==> src/rtl/mips_mem_arbiter.sv <==
// Single-port memory arbiter for the MIPS_32 core: loader > data > fetch, with a fetch starvation guard.
// Define MEM_ARB_STATS_EN to build the saturating contention counter on conflict_cnt.
module mips_mem_arbiter #(
    parameter int AW         = 10,
    parameter int MEM_LAT    = 1,
    parameter int STARVE_MAX = 3
) (
    input  logic          clk1,
    input  logic          rst,
    input  logic          halted,
    input  logic          if_req,
    input  logic [AW-1:0] if_addr,
    output logic          if_ack,
    output logic [31:0]   if_rdata,
    input  logic          dm_req,
    input  logic          dm_we,
    input  logic [AW-1:0] dm_addr,
    input  logic [31:0]   dm_wdata,
    output logic          dm_ack,
    output logic [31:0]   dm_rdata,
    input  logic          ld_req,
    input  logic [AW-1:0] ld_addr,
    input  logic [31:0]   ld_wdata,
    output logic          ld_ack,
    output logic          mem_en,
    output logic          mem_we,
    output logic [AW-1:0] mem_addr,
    output logic [31:0]   mem_wdata,
    input  logic [31:0]   mem_rdata,
    output logic          busy,
    output logic [15:0]   conflict_cnt
);

    typedef enum logic [1:0] {IDLE, ACCESS, RESP} state_t;
    typedef enum logic [1:0] {SRC_IF, SRC_DM, SRC_LD} src_t;

    localparam int              SW         = (STARVE_MAX < 1) ? 1 : $clog2(STARVE_MAX + 1);
    localparam logic [SW-1:0]   STARVE_TOP = SW'(STARVE_MAX);
    localparam logic [1:0]      LAT_TOP    = 2'(MEM_LAT - 1);

    state_t        state_q, state_d;
    src_t          src_q, src_d;
    logic [1:0]    lat_q, lat_d;
    logic [SW-1:0] starve_q, starve_d;
    logic          mem_en_q, mem_en_d;
    logic          mem_we_q, mem_we_d;
    logic [AW-1:0] mem_addr_q, mem_addr_d;
    logic [31:0]   mem_wdata_q, mem_wdata_d;

    logic el_ld, el_dm, el_if, any_el, if_wins;
    src_t grant_src;

    assign el_ld   = ld_req & halted;
    assign el_dm   = dm_req;
    assign el_if   = if_req;
    assign any_el  = el_ld | el_dm | el_if;
    // A starved fetch overtakes data traffic, but never the loader.
    assign if_wins   = el_if & (~el_dm | (starve_q == STARVE_TOP));
    assign grant_src = el_ld ? SRC_LD : (if_wins ? SRC_IF : SRC_DM);

    always_comb begin
        // NOTE: every always_comb target gets a default first so no path can infer a latch.
        state_d     = state_q;
        src_d       = src_q;
        lat_d       = lat_q;
        starve_d    = starve_q;
        mem_en_d    = 1'b0;
        mem_we_d    = 1'b0;
        mem_addr_d  = mem_addr_q;
        mem_wdata_d = mem_wdata_q;
        case (state_q)
            IDLE: begin
                if (any_el) begin
                    src_d    = grant_src;
                    mem_en_d = 1'b1;
                    lat_d    = '0;
                    state_d  = ACCESS;
                    case (grant_src)
                        SRC_LD: begin
                            mem_we_d    = 1'b1;
                            mem_addr_d  = ld_addr;
                            mem_wdata_d = ld_wdata;
                        end
                        SRC_DM: begin
                            mem_we_d    = dm_we;
                            mem_addr_d  = dm_addr;
                            mem_wdata_d = dm_wdata;
                        end
                        default: mem_addr_d = if_addr;
                    endcase
                    if (grant_src == SRC_IF)
                        starve_d = '0;
                    else if (el_if && (starve_q != STARVE_TOP))
                        starve_d = starve_q + 1'b1;
                end
            end
            ACCESS: begin
                if (lat_q == LAT_TOP)
                    state_d = RESP;
                else
                    lat_d = lat_q + 1'b1;
            end
            RESP:    state_d = IDLE;
            default: state_d = IDLE;
        endcase
    end

    // NOTE: sequential state uses non-blocking assignments so every flop samples pre-edge values.
    always_ff @(posedge clk1 or posedge rst) begin
        if (rst) begin
            state_q     <= IDLE;
            src_q       <= SRC_IF;
            lat_q       <= '0;
            starve_q    <= '0;
            mem_en_q    <= 1'b0;
            mem_we_q    <= 1'b0;
            mem_addr_q  <= '0;
            mem_wdata_q <= '0;
        end else begin
            state_q     <= state_d;
            src_q       <= src_d;
            lat_q       <= lat_d;
            starve_q    <= starve_d;
            mem_en_q    <= mem_en_d;
            mem_we_q    <= mem_we_d;
            mem_addr_q  <= mem_addr_d;
            mem_wdata_q <= mem_wdata_d;
        end
    end

    assign mem_en    = mem_en_q;
    assign mem_we    = mem_we_q;
    assign mem_addr  = mem_addr_q;
    assign mem_wdata = mem_wdata_q;
    assign busy      = (state_q != IDLE);
    assign if_ack    = (state_q == RESP) && (src_q == SRC_IF);
    assign dm_ack    = (state_q == RESP) && (src_q == SRC_DM);
    assign ld_ack    = (state_q == RESP) && (src_q == SRC_LD);
    assign if_rdata  = if_ack ? mem_rdata : '0;
    assign dm_rdata  = dm_ack ? mem_rdata : '0;

`ifdef MEM_ARB_STATS_EN
    logic [15:0] conflict_q, conflict_d;
    logic        contended;

    assign contended = (el_ld & el_dm) | (el_ld & el_if) | (el_dm & el_if);

    always_comb begin
        conflict_d = conflict_q;
        if ((state_q == IDLE) && contended && (conflict_q != 16'hFFFF))
            conflict_d = conflict_q + 16'd1;
    end

    always_ff @(posedge clk1 or posedge rst) begin
        if (rst) conflict_q <= '0;
        else     conflict_q <= conflict_d;
    end

    assign conflict_cnt = conflict_q;
`else
    assign conflict_cnt = '0;
`endif

endmodule

==> config.mk <==
export PLATFORM = sky130hd
export DESIGN_NAME = mips_mem_arbiter
export DESIGN_NICKNAME = d
export VERILOG_FILES = /design/src/rtl/mips_mem_arbiter.sv
export SDC_FILE = /design/constraint.sdc
export NUM_CORES = 1
export LEC_CHECK = 0
export CORE_MARGIN = 3
export CORE_UTILIZATION = 31
export DETAILED_ROUTE_END_ITERATION = 10
export PLACE_DENSITY = 0.83
export SYNTH_ARGS = -nofsm -noshare
export SYNTH_HDL_FRONTEND = slang
export SYNTH_SLANG_ARGS = --single-unit
==> constraint.sdc <==
create_clock -name clk1 -period 1.8 [get_ports clk1]
set_input_delay 0.36 -clock clk1 [delete_from_list [all_inputs] [get_ports clk1]]
set_output_delay 0.36 -clock clk1 [all_outputs]
set_load 0.005 [all_outputs]
==> flow_summary.ini, run 1 <==
[sta]
holdWs_ns = 0.416
final-hold-violation-count = 0
rsz0062_at_grt = yes
skew_ns = 0.0131
period_share_pct = 116
post-route-min-period_ns = 2.08
drv_slew = 0
fmax_mhz = 480
setup_violations = 66
setup_ws_ns = -0.282

[pwr]
seq_power_share_pct = 27.1
p_sw_mw = 2.52
power_density_mw_per_mm2 = 1210
p_int_mw = 5.11
leakagePower_nw = 2.73
ir_drop_uv = 608
switching_share_pct = 33.0
finalPower_mw = 7.64
power_frac_comb_pct = 61.9
p_clk_share_pct = 11.0

[floorplanning]
die_w_um = 102
die_h_um = 102
row_count = 34
fp.coreArea_mm2 = 0.00885
io_pins = 261
initial_core_util_pct = 32.5
die_area_mm2 = 0.0105

[synth]
synth_area_per_cell_um2 = 9.52
yosysSeqAreaShare_pct = 45.3
synth_top_area_share_pct = 45.3
synthTopCellsByArea = dfrtp_1 (45%), and2_1 (14%), a2bb2oi_1 (9.8%)
synth_largest_area_cell = dfrtp_1
ys_warn_count = 0
netlist_area_mm2 = 0.00287
synth_seq_cells = 52
synthCells = 302
synth.distinct_cells = 28
synth-async-reset-ratio_pct = 100
ys.flop_type = dfrtp_1
synth_edf_count = 0

[drt]
avgViaCountPerCell = 5.12
wl_per_cell_um = 19.4
via_count = 3504
route.antenna.remaining_nets = 0
first_pass_iters = 4
drc = 0
routed_wl_mm = 13.3
drt_iter0_drc = 113

[grt]
gr-total-overflow = 0
grt_max_degree = 53
grt_pass1_vias = 3573
grt_pass1_wl_mm = 18.1
antenna_found_initial = 0
grt_util_all_layers_pct = 22.2

[final_layout]
area_delta_synth_final_pct = 120
seq_area_mm2 = 0.00130
fin_cells = 684
drive_above_1_share_pct = 36.3
final_nets = 710
antenna_cells = 0
multi_input_area_mm2 = 0.00166
fillCellCount = 621

[setup_path]
start_kind = register
cp_max_fo = 4
cp.arrival_ns = 1.72
end_kind = output pin
path_class = reg -> out
required_ns = 1.44

[cts]
root_buffer = clkbuf_8
clock_sinks = 52
numCtsBuffers = 5
htreeDepth = 2
cts_hold_buf = 0
cts_buffer_depth = 2
cts_tree = done
clk_pin_slew_ns = 0.11
worstSkewPairLatency_ns = 0.31

[status]
status = finished with violations
violations = negative setup slack

[min_path]
hp-class = in -> async

[placement]
pre_cts_ws_ns = -0.214
placed_cells_incl_taps = 649
dp_hpwl_mm = 8.97
io_buffers = 244
place.gp.congestion = 0.774

[run]
cap_violations = 0
Yosys cell counts (2+ instances only):
cell,instances
nand2_1,16
o22ai_1,42
a2bb2oi_1,32
ha_1,2
nand3_1,4
dfrtp_1,52
clkbuf_1,20
and2_1,65
o21ai_0,27
buf_6,3
inv_1,7
buf_4,16
per-layer routing:
layer  share of wire, %  vias up  track usage [%]
met2                 57      185             44.8
li1                   -     1590                -
met3                7.5       25             5.94
met4                2.4        0             7.47
met5                  0        -                0
met1                 33     1704             21.4
worst paths after layout:
check | from | end | slack [ns] | cells after the start
max in group asynchronous | rst | mem_addr[9] | 1.15 | 3
hold reg to reg | mem_addr[4] | mem_addr[4] | 0.49 | 2
setup / recovery | state_q[0] | if_rdata[13] | -0.28 | 7
setup reg to reg | state_q[0] | mem_addr[2] | 0.09 | 9
hold / removal | rst | mem_wdata[16] | 0.42 | 3
min in group clk1 | mem_addr[4] | mem_addr[4] | 0.49 | 2
registers in the layout, summed over array words and instances, names as in the netlist:
register and cells:
starve_q 2, src_q 2, mem_we 1, mem_addr 10, lat_q 2, mem_en 1, mem_wdata 32, state_q 2
critical path, cell delays in order (launching register included):
cell	delay, ns
dfrtp_1	0.42
nor4b_4	0.27
buf_4	0.18
buf_12	0.11
buf_8	0.10
buf_6	0.12
and2_4	0.15
buf_6	0.09
final cells by class:
class / instances / area share [%]
Clock buffer: 5 / 1.09
Clock inverter: 3 / 0.733
Inverter: 8 / 0.475
Multi-Input combinational cell: 217 / 26.3
Sequential cell: 52 / 20.6
Tap cell: 108 / 2.14
Timing Repair Buffer: 291 / 48.7
power groups by stage:
stage	clock network [mW]	registers, mW	logic, mW
6_report	0.838	2.07	4.73
5_1_grt	0.901	2.13	5.03
4_1_cts	0.847	2.04	4.11
3_5_place_dp	0	2.03	3.64
3_3_place_gp	0	2.02	3.53
2_1_floorplan	0	2.04	1.42
cells by family after synthesis:
group	share of synthesized area (%)
AO/OA/AOI/OAI	24.8
adder cells (fa/ha/maj)	0.871
buffers and inverters	9.19
flip-flops	45.3
other	0.130
AND/OR/NAND/NOR	19.7
cell usage in the layout (no fill, tap or decap), types with 3 or more instances in the layout:
master | Yosys | final
buf_12 | 0 | 7
and2_1 | 65 | 8
buf_16 | 0 | 3
dfrtp_1 | 52 | 52
buf_2 | 1 | 9
inv_1 | 7 | 6
clkbuf_8 | 0 | 5
a2bb2oi_2 | 0 | 18
clkbuf_16 | 0 | 3
buf_4 | 16 | 21
clkdlybuf4s50_1 | 0 | 176
buf_6 | 3 | 68
nand2_1 | 16 | 16
conb_1 | 1 | 16
and2_4 | 1 | 58
nand3_1 | 4 | 4
o21ai_0 | 27 | 27
o22ai_1 | 42 | 42
a2bb2oi_1 | 32 | 14
buf_8 | 0 | 3
per-stage QoR:
step | util [%] | cell area (µm²) | setup TNS, ns
6_report | 71.4 | 6320 | -13.49
5_1_grt | 71.4 | 6320 | -17.16
4_1_cts | 66.7 | 5900 | -12.24
3_5_place_dp | 62.3 | 5510 | -15.78
3_3_place_gp | 62.3 | 5510 | -12.43
2_1_floorplan | - | 2930 | 0
timing repair:
item | CTS | global route
pin swaps | 35 | 6
buffers inserted | 13 | 6
cloned | 7 | 4
endpoints found under the setup margin | 68 | 100
resized for setup | 350 | 81
Power figures use the tool's default switching activity.
==> inputs of run 2 (changes only) <==
--- a/config.mk
+++ b/config.mk
@@ -5,9 +5,10 @@
 export SDC_FILE = /design/constraint.sdc
 export NUM_CORES = 1
 export LEC_CHECK = 0
-export CORE_MARGIN = 3
+export CORE_MARGIN = 4
 export CORE_UTILIZATION = 31
 export DETAILED_ROUTE_END_ITERATION = 10
+export HOLD_SLACK_MARGIN = 0.1
 export PLACE_DENSITY = 0.83
 export SYNTH_ARGS = -nofsm -noshare
 export SYNTH_HDL_FRONTEND = slang
==> run 2 against run 1 <==
  * Maximum frequency down 5.1%
  * Sequential cell count unchanged
  * Highest routed layer unchanged
  * Register-to-register slack about the same
  * Count of clock-buffer cells in the layout up 2
  * Critical path depth up 1
  * Combinational power up 4.2%
  * The run still ends with negative setup slack left
  * Global-route usage about the same
  * Final area up 1.4%
==> flow_summary.ini, run 2 (same netlist as run 1, synthesis figures left out) <==
[drt]
drc = 0
drt_iter0_drc = 75
route.antenna.remaining_nets = 0
wl_per_cell_um = 20.5
avgViaCountPerCell = 5.08
via_count = 3541
first_pass_iters = 4
routed_wl_mm = 14.3

[floorplanning]
fp.coreArea_mm2 = 0.00889
die_h_um = 104
die_w_um = 104
initial_core_util_pct = 32.3
io_pins = 261
die_area_mm2 = 0.0109
row_count = 34

[sta]
rsz0062_at_grt = yes
drv_slew = 0
fmax_mhz = 456
final-hold-violation-count = 0
period_share_pct = 122
setup_ws_ns = -0.394
setup_violations = 66
post-route-min-period_ns = 2.19
skew_ns = 0.00720

[setup_path]
crit_start = state_q[0]
start_kind = register
rrSetupSlack_ns = 0.08
path_class = reg -> out
end_kind = output pin
r2r-end = mem_wdata[7]
r2r_start = state_q[1]
reg2regPathDepth = 10
cp_max_fo = 8
cp.arrival_ns = 1.83
required_ns = 1.44
cp-endpoint = if_rdata[5]

[placement]
dp_hpwl_mm = 9.46
io_buffers = 244
placed_area_mm2 = 0.00553
placed_cells_incl_taps = 653
place.gp.congestion = 0.822

[cts]
htreeDepth = 2
cts_buffer_depth = 2
root_buffer = clkbuf_8
worstSkewPairLatency_ns = 0.30
clk_pin_slew_ns = 0.10
clock_sinks = 52
numCtsBuffers = 5
cts_tree = done

[final_layout]
fillCellCount = 642
drive_above_1_share_pct = 37.6
most-common-layout-cells = clkdlybuf4s50_1 (176), buf_6 (81), and2_4 (54)
largest_reg_flops = 32
layout_commonest_cell = clkdlybuf4s50_1
finalInstanceArea_mm2 = 0.00641
final_nets = 721
fin_cells = 697
area_delta_synth_final_pct = 123

[grt]
antenna_found_initial = 2
grt_pass1_vias = 3729
grt_pass1_wl_mm = 19.4
grt_max_degree = 53
gr-total-overflow = 0
grt_util_all_layers_pct = 22.2

[pwr]
power_density_mw_per_mm2 = 1230
finalPower_mw = 7.88
leakagePower_nw = 2.79
ir_drop_uv = 801

[run]
cap_violations = 0

[min_path]
hp-class = in -> async

[status]
violations = negative setup slack
status = finished with violations
[run 2: repair_timing]
action                                  4_1_cts  5_1_grt
pin swaps                                    30        9
gates cloned                                  5        6
hold buffers                                  0        0
endpoints found under the setup margin       68      108
setup buffers                                25       10
resized for setup                           326      124
[run 2: cell type report]
cell class / instances / area [µm²] / share of cell area [%]
Timing Repair Buffer: 302 / 3120 / 48.7
Inverter: 8 / 30.0 / 0.469
Clock buffer: 7 / 96.3 / 1.50
Multi-Input combinational cell: 217 / 1690 / 26.4
Tap cell: 108 / 135 / 2.11
Antenna cell: 2 / 5.00 / 0.0781
Clock inverter: 1 / 30.0 / 0.469
Sequential cell: 52 / 1300 / 20.3
[run 2: stage by stage]
stage | setup TNS (ns) | setup WS [ns] | hold WS, ns | util (%)
3_3_place_gp | -11.40 | -0.153 | 0.465 | 62.2
4_1_cts | -13.79 | -0.431 | 0.433 | 65.7
2_1_floorplan | 0 | 0.0789 | 0.454 | -
6_report | -14.65 | -0.394 | 0.424 | 72.1
5_1_grt | -18.96 | -0.474 | 0.433 | 72.1
3_5_place_dp | -15.88 | -0.225 | 0.474 | 62.2
[run 2: worst min-delay path by stage]
stage | to | slack, ns | start | cells after the start
after floorplan | starve_q[1] | 0.45 | starve_q[1] | 2
after CTS | mem_wdata[25] | 0.43 | rst | 3
final | mem_wdata[25] | 0.42 | rst | 3
after global placement | mem_addr[5] | 0.47 | mem_addr[5] | 2
after detailed placement | mem_addr[3] | 0.47 | mem_addr[3] | 2
after global routing | mem_wdata[25] | 0.43 | rst | 3
[run 2: where the power goes]
part           total, mW  internal, mW  switching, mW  leakage [nW]
registers           2.08          1.71          0.375         0.596
clock network      0.870         0.491          0.379        0.0645
logic               4.93          3.11           1.82          2.13
total               7.88          5.31           2.58          2.79
[run 2: layer usage]
layer | vias to the layer above | global-route usage, % | routed length [µm]
met3 | 37 | 5.90 | 935
met4 | 0 | 10.4 | 567
met1 | 1697 | 21.9 | 4870
met5 | - | 0 | 0
li1 | 1622 | - | -
met2 | 185 | 42.7 | 7880
[run 2: critical path, stage by stage, from the launching register on]
cell and delay [ns]:
dfrtp_1 0.41, buf_6 0.13, nor4b_4 0.29, buf_4 0.18, buf_6 0.10, buf_6 0.12, buf_6 0.09, and2_4 0.13
buf_6 0.08
